--- src/rtl/mux_rr_arbiter_pkg.sv ---
// Shared definitions for the round-robin mux arbiter: state encoding, sizes and
// a one-hot helper.
package mux_rr_arbiter_pkg;

  localparam int N_REQ = 4;
  localparam int IDX_W = 2;

  typedef enum logic {
    ST_IDLE = 1'b0,
    ST_OWN  = 1'b1
  } state_t;

  function automatic logic [N_REQ-1:0] onehot(input logic [IDX_W-1:0] i);
    return N_REQ'(1) << i;
  endfunction

endpackage

--- src/rtl/rr_priority_pick.sv ---
// Combinational rotating-priority picker: first set request at ptr, ptr+1, ...
// (mod 4).
module rr_priority_pick
  import mux_rr_arbiter_pkg::*;
(
  input  logic [N_REQ-1:0] req,
  input  logic [IDX_W-1:0] ptr,
  output logic             found,
  output logic [IDX_W-1:0] idx
);

  logic [IDX_W-1:0] cand;

  // Scan from the farthest offset down so the nearest set request wins.
  always_comb begin
    found = 1'b0;
    idx   = ptr;
    cand  = ptr;
    for (int k = N_REQ - 1; k >= 0; k--) begin
      cand = ptr + IDX_W'(k);
      if (req[cand]) begin
        found = 1'b1;
        idx   = cand;
      end
    end
  end

endmodule

--- src/rtl/mux_rr_arbiter.sv ---
// Round-robin arbiter owning the select lines of a 4:1 data mux, with a bounded
// hold time per owner and back-to-back handover.
module mux_rr_arbiter
  import mux_rr_arbiter_pkg::*;
#(
  parameter int unsigned MAX_HOLD = 8,
  parameter int unsigned HOLD_W   = 4
) (
  input  logic             clk,
  input  logic             rst,
  input  logic [N_REQ-1:0] req,
  input  logic             owner_release,  // 'release' is a reserved word
  output logic [N_REQ-1:0] grant,
  output logic             S0,
  output logic             S1,
  output logic             busy,
  output logic             timeout
);

  state_t             state;
  logic [IDX_W-1:0]   sel;
  logic [IDX_W-1:0]   ptr;
  logic [HOLD_W-1:0]  cnt;
  logic               found;
  logic [IDX_W-1:0]   idx;
  logic               hold_done;
  logic               owner_gone;

  rr_priority_pick u_pick (
    .req   (req),
    .ptr   (ptr),
    .found (found),
    .idx   (idx)
  );

  assign hold_done  = (cnt == HOLD_W'(MAX_HOLD - 1));
  assign owner_gone = ~req[sel];
  assign S0         = sel[0];
  assign S1         = sel[1];

  always_ff @(posedge clk or posedge rst) begin
    if (rst) begin
      state   <= ST_IDLE;
      grant   <= '0;
      sel     <= '0;
      ptr     <= '0;
      cnt     <= '0;
      busy    <= 1'b0;
      timeout <= 1'b0;
    end else begin
      timeout <= 1'b0;
      unique case (state)
        ST_IDLE: begin
          if (found) begin
            state <= ST_OWN;
            grant <= onehot(idx);
            sel   <= idx;
            ptr   <= idx + IDX_W'(1);
            cnt   <= '0;
            busy  <= 1'b1;
          end
        end
        ST_OWN: begin
          if (owner_release || owner_gone || hold_done) begin
            // Timeout is only reported when the hold limit is the actual cause.
            timeout <= ~owner_release & ~owner_gone & hold_done;
            // ptr already points past the owner, so re-arbitrate immediately.
            if (found) begin
              grant <= onehot(idx);
              sel   <= idx;
              ptr   <= idx + IDX_W'(1);
              cnt   <= '0;
            end else begin
              state <= ST_IDLE;
              grant <= '0;
              busy  <= 1'b0;
            end
          end else begin
            cnt <= cnt + HOLD_W'(1);
          end
        end
        default: state <= ST_IDLE;
      endcase
    end
  end

endmodule

--- config.mk ---
export PLATFORM = sky130hd
export DESIGN_NAME = mux_rr_arbiter
export DESIGN_NICKNAME = d
export VERILOG_FILES = /design/src/rtl/mux_rr_arbiter_pkg.sv /design/src/rtl/rr_priority_pick.sv /design/src/rtl/mux_rr_arbiter.sv
export SDC_FILE = /design/constraint.sdc
export NUM_CORES = 1
export LEC_CHECK = 0
export CORE_ASPECT_RATIO = 1.2
export CORE_MARGIN = 2
export CORE_UTILIZATION = 45
export CTS_CLUSTER_DIAMETER = 200
export DETAILED_ROUTE_END_ITERATION = 8
export GPL_ROUTABILITY_DRIVEN = 0
export GPL_TIMING_DRIVEN = 0
export PLACE_DENSITY_LB_ADDON = 0.12
export RECOVER_POWER = 50
export SYNTH_ARGS = -nofsm -noshare
export SYNTH_HDL_FRONTEND = slang
export SYNTH_SLANG_ARGS = --single-unit
export TNS_END_PERCENT = 50
--- constraint.sdc ---
create_clock -name clk -period 1.68 [get_ports clk]
set_input_delay 0.252 -clock clk [delete_from_list [all_inputs] [get_ports clk]]
set_output_delay 0.252 -clock clk [all_outputs]
set_load 0.01 [all_outputs]
==> summary.md, run 1 <==
For the count of yosys warnings during synthesis, the log shows 0. The final global-route overflow total is 0, and the total power per unit cell area is 1450 mW/mm2. Counting every sink on the clock net gives 15. Port buffering added 14 buffers. The cell count after synthesis came out at 74.

The type of the most critical hold path was in2async. In this run the count of I/O pins placed on the die edge is 15. The final cell utilization of the core came out at 0.669. After detailed routing, the number of remaining DRC violations is 0. The run finished, with violations left. The floorplan step set the die width to 42.6 um. Max-capacitance violation count: 0. Traced cell by cell, the critical path runs through or3b_4 -> o22a_4 -> or4_4 -> nand3_2.

For this run, the top clock speed supported by timing is 0.580 GHz. The insertion delay of the later-clocked pin in the worst-skew pair is 0.30 ns. The startpoint type of the worst setup path is a flop. The run gives 0.614 as the tightest slew margin relative to the limit. The clock slew at the register clock pins of the worst setup and hold paths was 0.10 ns; the post-layout instance count excluding filler cells was 118. The initial antenna violation count was 0; the post-route worst setup slack was -0.0453 ns.

Once placement completed, the tool counted placed cells totaling 106. The worst stage delay on the critical path came out at 0.51 ns. The transition time of the tightest slew-check pin was 0.578 ns. VDD sags by at most 0.000951 V.

The sequential share of the synthesized area is 0.466. For the effective utilization at floorplan, the log shows 0.485. Setup repair after global routing could not meet its margin everywhere. TritonCTS built the clock tree.

The time the final worst path needs with I/O delays and setup is 1.73 ns. The area added between synthesis and finish works out to 37.9%. The mean routed wirelength per cell came out at 15.3 um. The maximum fanout along the worst path is 4, and the half-perimeter wire length after detailed placement is 1140 um. Ranked by total cell area, the synthesized netlist is headed by dfrtp_1 47%, ha_1 7.8%, mux2i_1 5.0%. The number of clock buffers added by TritonCTS is 3.

The final reports fail on setup timing. The tree is rooted in a clkbuf_4. A synthesized cell averages 10.9 um2.

The capturing element type of the critical path is a flop. The area inside the core boundary was 0.00166 mm2; the detailed router's first-iteration violation count was 16. The tools report the post-detailed-route count of antenna-violating nets as 0. Yosys mapped the design onto 27 distinct sky130hd cell types.

The tools report the cell area after synthesis as 806 um2. The run gives 0 as the final hold violation count. Summed over all cells, the static leakage comes to 0.523 nW. The setup-violating endpoint count in the final report was 1. The total wire length after detailed routing was 1810 um.

The tools report the number of H-tree levels as 1. At the placement stage, the worst setup path has a slack of -0.716 ns. The tools report the number of diodes as 0. Entering global routing, the biggest net connects 16 pins.

Overall power consumption after layout is estimated at 1.61 mW. The tools report the global-route total usage across every layer as 0.169. The tools report the number of global-route vias before repair as 626. For this run, the detailed router's first-pass iteration total came to 5. STA puts the critical path data arrival time at 1.96 ns. The first global-routing pass estimated 2720 um of wire.

The area share of the leading cell type in the synthesized netlist works out to 0.466. The number of flip-flops and latches in the synthesized netlist is 15, and the data required time of the worst path is 1.91 ns. Clock skew on the completed layout was measured at 0.0123 ns. Summed over all instances, the cell type with the most area after synthesis is dfrtp_1. The post-synth net total is 86. The worst setup path is of the reg2reg kind. The die area was 0.00215 mm2.

The count of final max-slew check failures was 0. Slowest cell on the critical path: or4_4. Dividing the detail-routed via count by the number of cells gives 5.88. Measured along the y axis, the die boundary spans 50.4 um. The final layout contains 113 nets.

Across all layers, the routed design uses 694 vias. The share of post-route cells with drive strength above 1 is 0.250, and the number of buffers added to fix hold violations after cts is 0. The number of placement rows was 16.

The final critical-path share of the clock period was 1.03. The maximum root-to-sink buffer count was 2.
kinds of logic (layout without fill, tap and decap cells):
group	Yosys count	in the layout	synth area share
compound gates	20	20	0.189
simple gates	20	20	0.152
flops	15	15	0.466
buf+inv	8	34	0.0373
mux	6	6	0.0776
fa+ha+maj	5	5	0.0776
placed cells by master (no fill, tap or decap), drive strengths merged, types with 2 or more instances in the layout:
| cell type | count |
|---|---|
| nand3 | 3 |
| o21ai | 3 |
| dfrtp | 15 |
| a22o | 4 |
| o22ai | 2 |
| buf | 8 |
| clkbuf | 3 |
| nand3b | 2 |
| nand2 | 3 |
| clkdlybuf4s50 | 9 |
| nor2b | 3 |
| ha | 5 |
| a21oi | 4 |
| inv | 8 |
| nor2 | 5 |
| mux2i | 4 |
| dlygate4sd2 | 2 |
| mux2 | 2 |
what timing repair did:
action,4_1_cts,5_1_grt
pin swaps,3,3
resized for setup,6,11
setup endpoints to repair,9,9
buffers inserted,3,5
metrics by stage:
stage          area (um2)  hold slack [ns]  setup TNS (ns)
2_1_floorplan         806            0.153               0
3_3_place_gp          968            0.474           -4.48
3_5_place_dp          968            0.489           -4.82
4_1_cts              1030            0.332          -0.118
5_1_grt              1110            0.481          -0.197
6_report             1110            0.432         -0.0453
layer usage:
layer,track usage,share of wire
met2,0.260,0.47
met4,0.104,0.039
met1,0.210,0.43
met5,0,0
met3,0.0396,0.052
state kept, by name, indices dropped and copies added (netlist names):
register and count:
cnt 4, busy 1, timeout 1, grant 4, ptr 2, state 1, sel 2
Yosys cell counts, drive strengths merged:
cell type / instances
o31ai: 1
mux2: 2
dfrtp: 15
nand3b: 2
mux2i: 4
o21ai: 3
nand2b: 1
a32o: 1
a22o: 4
inv: 8
or3b: 1
o22ai: 2
nor2b: 3
a221o: 1
a21oi: 4
nor4: 1
nand3: 3
o211ai: 1
nand2: 3
nor2: 5
a211o: 1
ha: 5
o22a: 1
a31oi: 1
or4: 1
area by class of cell:
type | instances | area [um2]
Sequential cell | 15 | 377
Tap cell | 18 | 22.5
Clock inverter | 1 | 5.00
Timing Repair Buffer | 22 | 200
Inverter | 8 | 30.0
Multi-Input combinational cell | 51 | 454
Fill cell | 125 | 551
Clock buffer | 3 | 22.5
path summary, 6_finish.rpt:
kind / start / to / slack [ns] / cells past startpoint
hold / removal: rst / grant[3] / 0.43 / 2
hold reg to reg: grant[0] / grant[0] / 0.50 / 1
max in group asynchronous: rst / sel[1] / 0.84 / 2
setup / recovery: sel[0] / cnt[3] / -0.05 / 4
setup reg to reg: sel[0] / cnt[3] / -0.05 / 4
min in group clk: req[3] / state / 0.48 / 3
critical path: cells and delay by family (launching register included):
| family | cells | cell delay [ns] |
|---|---|---|
| simple gates | 3 | 1.02 |
| flops | 1 | 0.42 |
| compound gates | 1 | 0.22 |
power by group:
group	internal, mW	switching [mW]
Sequential	0.482	0.115
Combinational	0.440	0.354
Clock	0.0888	0.128
(Power assumes the default switching activity.)
==> inputs of run 2 (changes only) <==
--- a/config.mk
+++ b/config.mk
@@ -5,7 +5,6 @@
 export SDC_FILE = /design/constraint.sdc
 export NUM_CORES = 1
 export LEC_CHECK = 0
-export CORE_ASPECT_RATIO = 1.2
 export CORE_MARGIN = 2
 export CORE_UTILIZATION = 45
 export CTS_CLUSTER_DIAMETER = 200
==> summary.md, run 2 (synthesized netlist as in run 1, its figures left out) <==
The run finished with clean final reports. Dividing the detail-routed via count by the number of cells gives 5.29. For the initial antenna violation count, the log shows 0.

In the layout the commonest cells are 16 x buf_4, 14 x dfrtp_1, 9 x clkdlybuf4s50_1. The core region is 0.00171 mm2. The total wire length after detailed routing came out at 1970 um. The critical path start-end classification was in2reg.

Maximum vdd ir drop: 0.000961 V. For the number of clock sinks, the log shows 15. Half-perimeter wire length after detailed placement: 1110 um.

The detailed router's first-iteration violation count is 9. The most frequent standard cell in the layout excluding fill and tap cells is buf_4. Summed over all layers, the global routing overflow is 0. The run gives 121 as the number of nets in the finished design. Total number of vias: 703. Clock-pin slew was measured on the worst setup and hold paths at 0.09 ns.

Dividing total power by cell area gives a power density of 1480 mW/mm2. The tools report the post-detailed-route count of antenna-violating nets as 0. The hold slack came out at 0.440 ns.

The largest registers in the layout are cnt x4, grant x4. The tightest min-delay check is of the in2async type. The repair_antennas step left the layout with diodes totalling 0.

The data required time of the worst path is 1.86 ns, and the final cell utilization of the core is 0.703. The capturing element type of the critical path is a flop. In this run the count of I/O pins placed on the die edge is 15.

The worst endpoint data arrival time was 1.83 ns; the pin count of the biggest net entering global routing was 16. The tools report the root cell of the clock tree as clkbuf_4. The setup-violating endpoint count in the final report came out at 0. After floorplanning, the core was divided into 15 placement rows.

The logs give 0 for the detailed-route DRC error count and 0.29 ns for the insertion delay of the later-clocked pin in the worst-skew pair. The first global-routing pass estimated 2690 um of wire. The leakage dissipation was 0.551 nW; the die width was 46.3 um. Maximum root-to-sink buffer count: 2. The logs give 0.182 for the global-route total usage across every layer and 0.472 for the effective utilization at floorplan. Counting the buffers created by CTS gives 3.

Across the run, the number of max-cap violations was 0. After detailed routing, the average wire length per cell comes to 14.8 um. TritonCTS built the clock tree.

In this run the worst path has a maximum fanout of 7. The final critical-path share of the clock period was 0.983; the worst reg-to-reg path cell count was 5. For the final hold violation count, the log shows 0. The tightest slew margin relative to the limit is 0.627, and the number of H-tree levels is 1. From synthesis to final layout, the design area changed by 48.9%. The total power after layout is 1.78 mW. The die area came out at 0.00215 mm2. The count of final max-slew check failures was 0; the maximum achievable frequency was 0.606 GHz. The transition time of the tightest slew-check pin was 0.558 ns; the time the final worst path needs with I/O delays and setup was 1.65 ns. The share of post-route cells with drive strength above 1 is 0.324. Buffers placed on the I/O ports in this run total 14. STA classifies the critical path startpoint as an input port. Counting the fill cells in the layout gives 118.

The floorplan step set the die height to 46.3 um. The pre-antenna-repair detailed-routing pass consisted of 4 iterations. For the worst clock skew, the log shows 0.00382 ns. For the number of global-route vias before repair, the log shows 589.
==> run 2: final cells by class <==
cell class	count	area, um2	area share
Clock buffer	4	26.3	0.0219
Inverter	8	30.0	0.0250
Multi-Input combinational cell	51	479	0.399
Sequential cell	15	377	0.314
Tap cell	25	31.3	0.0261
Timing Repair Buffer	30	256	0.214
==> run 2: power breakdown <==
part,leakage [nW],internal (mW),switching [mW]
registers,0.188,0.482,0.124
clock network,0.0150,0.0924,0.119
logic,0.348,0.559,0.402
==> run 2: metal layers <==
metal  track usage  vias up  wire, um
li1              -      339         -
met1         0.219      340       817
met2         0.292       16      1010
met3        0.0706        8        77
met4        0.0686        0        68
met5             0        -         0
==> run 2: path summary, 6_finish.rpt <==
path,from,to,slack [ns]
worst max-delay path,req[1],grant[3],0.03
min in group clk,grant[1],grant[1],0.51
worst min register to register,grant[1],grant[1],0.51
worst min-delay path,rst,cnt[2],0.44
max in group asynchronous,rst,sel[1],0.84
worst max register to register,cnt[0],cnt[3],0.03
==> run 2: metrics by stage <==
stage / TNS, ns / std cells / setup slack, ns / instance area (um2)
after global routing: -0.213 / 133 / -0.0527 / 1200
after global placement: -4.56 / 113 / -0.716 / 977
after CTS: -0.0349 / 117 / -0.0349 / 1030
after floorplan: 0 / 74 / 0.0217 / 806
after detailed placement: -4.59 / 113 / -0.710 / 977
final: 0 / 133 / 0.0292 / 1200
==> run 2: timing repair <==
item,CTS,global route
buffers inserted,0,16
pin swaps,1,8
resized for setup,12,10
hold buffers,0,0
setup endpoints to repair,9,8
==> run 2: critical path, cell delays in order <==
cell,delay (ns)
clkdlybuf4s15_1,0.37
nor2_1,0.09
a221o_1,0.36
o21ai_2,0.26
inv_2,0.08
ha_1,0.21
a22o_1,0.20
